**src/rtl/uart_frame_parser.sv**
```systemverilog
// Frame parser behind the uart RX FIFO: SOF, LEN, payload, CHK, then hold for the host.
// Define FRAME_TIMEOUT_EN to add the inter-byte timeout (err_code 11).
module uart_frame_parser #(
    parameter int unsigned          DATA_BITS      = 8,
    parameter int unsigned          MAX_LEN        = 16,
    parameter logic [DATA_BITS-1:0] SOF            = 8'h7E,
    parameter int unsigned          TIMEOUT_CYCLES = 65535,
    localparam int unsigned         AW             = (MAX_LEN > 1) ? $clog2(MAX_LEN) : 1
) (
    input  logic                 clk,
    input  logic                 rst,
    input  logic                 rx_ready,
    output logic                 rx,
    input  logic [DATA_BITS-1:0] rx_data,
    output logic                 frm_valid,
    output logic [7:0]           frm_len,
    input  logic [AW-1:0]        frm_addr,
    output logic [DATA_BITS-1:0] frm_data,
    input  logic                 frm_ack,
    output logic                 err,
    output logic [1:0]           err_code
);

    typedef enum logic [2:0] {StIdle, StLen, StPay, StChk, StHold} state_e;

    state_e               state_q, state_d;
    logic                 rx_q, rx_d;
    logic [7:0]           len_q, len_d;
    logic [DATA_BITS-1:0] sum_q, sum_d;
    logic [7:0]           cnt_q, cnt_d;
    logic                 err_q, err_d;
    logic [1:0]           code_q, code_d;
    logic                 buf_we;
    logic                 len_ok;
    logic                 tmo_hit;
    logic [DATA_BITS-1:0] buf_mem [MAX_LEN];

`ifdef FRAME_TIMEOUT_EN
    logic [15:0] tmo_q, tmo_d;

    // Counts only stalled cycles mid-frame; any pop or leaving the frame states clears it.
    always_comb begin
        tmo_d   = '0;
        tmo_hit = 1'b0;
        if (!rx_q && (state_q == StLen || state_q == StPay || state_q == StChk)) begin
            if (tmo_q == 16'(TIMEOUT_CYCLES - 1)) begin
                tmo_hit = 1'b1;
            end else begin
                tmo_d = tmo_q + 16'd1;
            end
        end
    end

    always_ff @(posedge clk or posedge rst) begin
        if (rst) begin
            tmo_q <= '0;
        end else begin
            tmo_q <= tmo_d;
        end
    end
`else
    assign tmo_hit = 1'b0;
`endif

    assign len_ok = (rx_data != '0) && (32'(rx_data) <= MAX_LEN);

    always_comb begin
        state_d = state_q;
        len_d   = len_q;
        sum_d   = sum_q;
        cnt_d   = cnt_q;
        err_d   = 1'b0;
        code_d  = code_q;
        buf_we  = 1'b0;
        // Registered pop: never back to back, and never in the cycle HOLD is left.
        rx_d    = rx_ready && !rx_q && (state_q != StHold);
        unique case (state_q)
            StIdle: begin
                if (rx_q && rx_data == SOF) state_d = StLen;
            end
            StLen: begin
                if (rx_q) begin
                    if (!len_ok) begin
                        err_d   = 1'b1;
                        code_d  = 2'b01;
                        state_d = StIdle;
                    end else begin
                        len_d   = 8'(rx_data);
                        sum_d   = rx_data;
                        cnt_d   = '0;
                        state_d = StPay;
                    end
                end
            end
            StPay: begin
                if (rx_q) begin
                    buf_we = 1'b1;
                    sum_d  = sum_q + rx_data;
                    cnt_d  = cnt_q + 8'd1;
                    if (cnt_q == len_q - 8'd1) state_d = StChk;
                end
            end
            StChk: begin
                if (rx_q) begin
                    if (rx_data == sum_q) begin
                        state_d = StHold;
                    end else begin
                        err_d   = 1'b1;
                        code_d  = 2'b10;
                        state_d = StIdle;
                    end
                end
            end
            StHold: begin
                if (frm_ack) state_d = StIdle;
            end
            default: state_d = StIdle;
        endcase
        if (tmo_hit) begin
            err_d   = 1'b1;
            code_d  = 2'b11;
            state_d = StIdle;
        end
    end

    always_ff @(posedge clk or posedge rst) begin
        if (rst) begin
            state_q <= StIdle;
            rx_q    <= 1'b0;
            len_q   <= '0;
            sum_q   <= '0;
            cnt_q   <= '0;
            err_q   <= 1'b0;
            code_q  <= '0;
        end else begin
            state_q <= state_d;
            rx_q    <= rx_d;
            len_q   <= len_d;
            sum_q   <= sum_d;
            cnt_q   <= cnt_d;
            err_q   <= err_d;
            code_q  <= code_d;
        end
    end

    always_ff @(posedge clk) begin
        if (buf_we) buf_mem[cnt_q[AW-1:0]] <= rx_data;
    end

    assign rx        = rx_q;
    assign frm_valid = (state_q == StHold);
    assign frm_len   = len_q;
    assign frm_data  = buf_mem[frm_addr];
    assign err       = err_q;
    assign err_code  = code_q;

endmodule

```
**config.mk**
```make
export PLATFORM = sky130hd
export DESIGN_NAME = uart_frame_parser
export DESIGN_NICKNAME = d
export VERILOG_FILES = /design/src/rtl/uart_frame_parser.sv
export SDC_FILE = /design/constraint.sdc
export NUM_CORES = 1
export LEC_CHECK = 0
export ABC_AREA = 1
export CAP_MARGIN = 10
export CORE_MARGIN = 2
export CORE_UTILIZATION = 54
export CTS_CLUSTER_DIAMETER = 50
export DETAILED_ROUTE_END_ITERATION = 10
export PLACE_DENSITY = 0.76
export SLEW_MARGIN = 20
export SYNTH_ARGS = -nofsm -noshare
export SYNTH_HDL_FRONTEND = slang
export SYNTH_SLANG_ARGS = --single-unit
export TNS_END_PERCENT = 10
```
**constraint.sdc**
```tcl
create_clock -name clk -period 1.65 [get_ports clk]
set_input_delay 0.2475 -clock clk [delete_from_list [all_inputs] [get_ports clk]]
set_output_delay 0.2475 -clock clk [all_outputs]
set_load 0.005 [all_outputs]
```
==> results.sh <==
export IMPL_status="finished with violations"
export IMPL_violations="setup timing"
export IMPL_synth_warnings=0
export IMPL_r2r_start="sum_q[0]"
export IMPL_ir_drop_v=0.000926
export IMPL_path_max_fanout=1
export IMPL_ff2ff_path_depth=10
export IMPL_period_share_pct=106
export IMPL_fp_dieH_um=120
export IMPL_yosysUniqueCellTypes=41
export IMPL_drt_initial_drc_count=527
export IMPL_endpoint="frm_data[1]"
export IMPL_start_util_pct=55.1
export IMPL_final_cells=943
export IMPL_final_hold_viol_count=0
export IMPL_dp_hpwl_um=12100
export IMPL_layout_nets=783
export IMPL_max_slew_margin_pct=67.3
export IMPL_critPathKind="register to output port"
export IMPL_synth_edf_count=128
export IMPL_vias=5272
export IMPL_rows=42
export IMPL_grt_pass1_vias=5225
export IMPL_grt_util_all_layers_pct=25.9
export IMPL_skew_ns=0.00437
export IMPL_netlist_area_sq_mm=0.00727
export IMPL_synthArstFlopShare_pct=19.5
export IMPL_maxSlewViolCount=0
export IMPL_fp_dieW_um=120
export IMPL_clock_sinks=159
export IMPL_p_per_area_mw_per_mm2=1340
export IMPL_viasPerCell=5.59
export IMPL_synth_seq_cells=159
export IMPL_fin_crit_ns=1.74
export IMPL_syn_num_nets=673
export IMPL_die_area_sq_mm=0.0144
export IMPL_core_area_sq_mm=0.0132
export IMPL_antenna_found_initial=0
export IMPL_end_kind="output port"
export IMPL_cts_root_buf="clkbuf_16"
export IMPL_numCtsBuffers=17
export IMPL_diodes=0
export IMPL_io_pins=37
export IMPL_ys_seq_area_share_pct=63.5
export IMPL_tritoncts="built"
export IMPL_crit_start="buf_mem[5][1]"
export IMPL_tns_ns=-0.684
export IMPL_cts_buffer_depth=2
export IMPL_setup_viol=12
export IMPL_reg2reg_setup_slack_ns=-0.06
export IMPL_wl_per_cell_um=18.7
export IMPL_gp_congestion=0.911
export IMPL_drive_gt1_share_pct=24.5
export IMPL_r2r_end="sum_q[6]"
export IMPL_overflow=0
export IMPL_clk_pin_slew_ns=0.06
export IMPL_avgSynthCellArea_sq_um=11.3
export IMPL_worst_pin_slew_ns=0.490
export IMPL_critPathLaunchType="register"
export IMPL_grt_setup_unrepaired="true"
export IMPL_utilization_pct=70.4
export IMPL_drtAntennaViolNets=0
export IMPL_drv_cap=0
export IMPL_wl_um=17600
export IMPL_setup_ws_ns=-0.0939
export IMPL_ys_flop_type="edfxtp_1"
export IMPL_port_buffers=36
export IMPL_placed_cells=910
export IMPL_synthToLayoutAreaGrowth_pct=27.6
export IMPL_netlist_instances=644
export IMPL_total_power_uw=12400
export IMPL_htree_num_levels=4
export IMPL_worstPathRequired_ns=1.40
export IMPL_clkLatencyLatePin_ns=0.42
export IMPL_grt_pass1_wl_um=27800
export IMPL_drc_errors=0
export IMPL_first_pass_iters=5
export IMPL_p_leak_uw=0.00380
export IMPL_grt_max_degree=33
export IMPL_fmax_mhz=573
export IMPL_arrival_ns=1.50
export IMPL_hold_class="primary input to async pin"
placed cells by master, fill, tap and decap left out, types with 5 or more instances in the layout:
| master | n |
|---|---|
| o21ai_0 | 28 |
| nor2_1 | 28 |
| nand4_1 | 7 |
| buf_6 | 11 |
| edfxtp_1 | 128 |
| inv_1 | 63 |
| o211ai_1 | 32 |
| buf_4 | 61 |
| nor2_2 | 8 |
| inv_2 | 10 |
| clkbuf_16 | 17 |
| nand3_1 | 26 |
| buf_12 | 9 |
| mux2i_1 | 24 |
| bufinv_16 | 5 |
| nand2_1 | 91 |
| nand2_2 | 6 |
| a21oi_2 | 7 |
| o21ai_1 | 32 |
| buf_2 | 8 |
| clkdlybuf4s50_1 | 11 |
| mux2i_2 | 6 |
| dfrtp_1 | 28 |
| dlygate4sd2_1 | 10 |
| a21oi_1 | 33 |
| nor2_4 | 7 |
| ha_1 | 9 |
cells by family (layout without fill, tap and decap cells):
family	after synthesis	in the layout	share of synthesized area [%]
muxes	32	32	4.40
and+or+nand+nor	187	187	11.5
AOI/OAI and AO/OA	141	141	11.1
adders and majority gates	13	13	2.34
xor gates and xnor gates	10	10	1.20
buffers and inverters	102	225	5.90
DFF	159	159	63.5
synth_stat cells, types with 4 or more instances:
cell	n	area [sq um]
a21oi_1	39	195
buf_2	5	25.0
clkbuf_1	11	41.3
dfrtp_1	31	776
edfxtp_1	128	3840
ha_1	12	150
inv_1	68	255
inv_2	6	22.5
mux2i_1	32	320
nand2_1	96	360
nand3_1	29	145
nand4_1	7	43.8
nor2_1	37	139
nor2_2	4	25.0
nor3_1	5	25.0
o211ai_1	32	240
o21ai_0	53	265
o21ai_1	9	45.0
xnor2_1	5	43.8
xor2_1	5	43.8
worst max-delay path, cell delays in order (launching register included):
cell	delay [ns]
edfxtp_1	0.33
inv_1	0.05
a21oi_1	0.12
o21ai_1	0.08
o211ai_1	0.12
nand3_1	0.14
nand2_1	0.11
buf_2	0.12
layout make-up:
class                      instances  area, sq um
inverter                          77          299
multi-input combinational        383         2430
fill                             915         3910
sequential                       159         4620
timing repair buffer             116         1070
tap                              176          220
clock inverter                    13          209
clock buffer                      19          433
per-stage QoR:
step / hold slack [ns] / setup slack, ns / area, sq um
2_1_floorplan: 0.346 / -0.143 / 7290
3_5_place_dp: 0.475 / -0.677 / 8440
3_3_place_gp: 0.468 / -0.598 / 8440
5_1_grt: 0.261 / -0.209 / 9280
4_1_cts: 0.217 / -0.139 / 9130
6_report: 0.213 / -0.0939 / 9280
worst min path at each step:
stage / end / slack, ns / cells after the start
2_1_floorplan: cnt_q[0] / 0.35 / 1
3_3_place_gp: sum_q[0] / 0.47 / 2
3_5_place_dp: sum_q[0] / 0.47 / 2
4_1_cts: state_q[1] / 0.22 / 3
5_1_grt: state_q[1] / 0.26 / 3
6_report: state_q[1] / 0.21 / 3
layer usage:
layer  part of all wire (%)  global-route usage [%]  vias to the layer above
li1                       -                       -                     2481
met1                     40                    33.2                     2523
met2                     51                    43.7                      231
met3                    6.6                    4.52                       37
met4                    2.9                    10.6                        0
met5                      0                       0                        -
registers in the layout, summed over array words and instances, names as in the netlist:
name and count:
buf_mem 128, cnt_q 8, frm_len 8, sum_q 8, state_q 3, err_code 2, err 1, rx 1
timing repair:
item,4_1_cts,5_1_grt
hold buffers,0,0
gates resized for setup,92,49
buffers inserted,0,1
pin swaps,25,22
hold endpoints to repair,0,0
setup endpoints to repair,65,166
power breakdown:
group          switching (uW)  internal, uW
Combinational            1680          1390
Sequential                420          4670
Clock                    1540          2690
Total                    3640          8760
(Power assumes the default switching activity.)
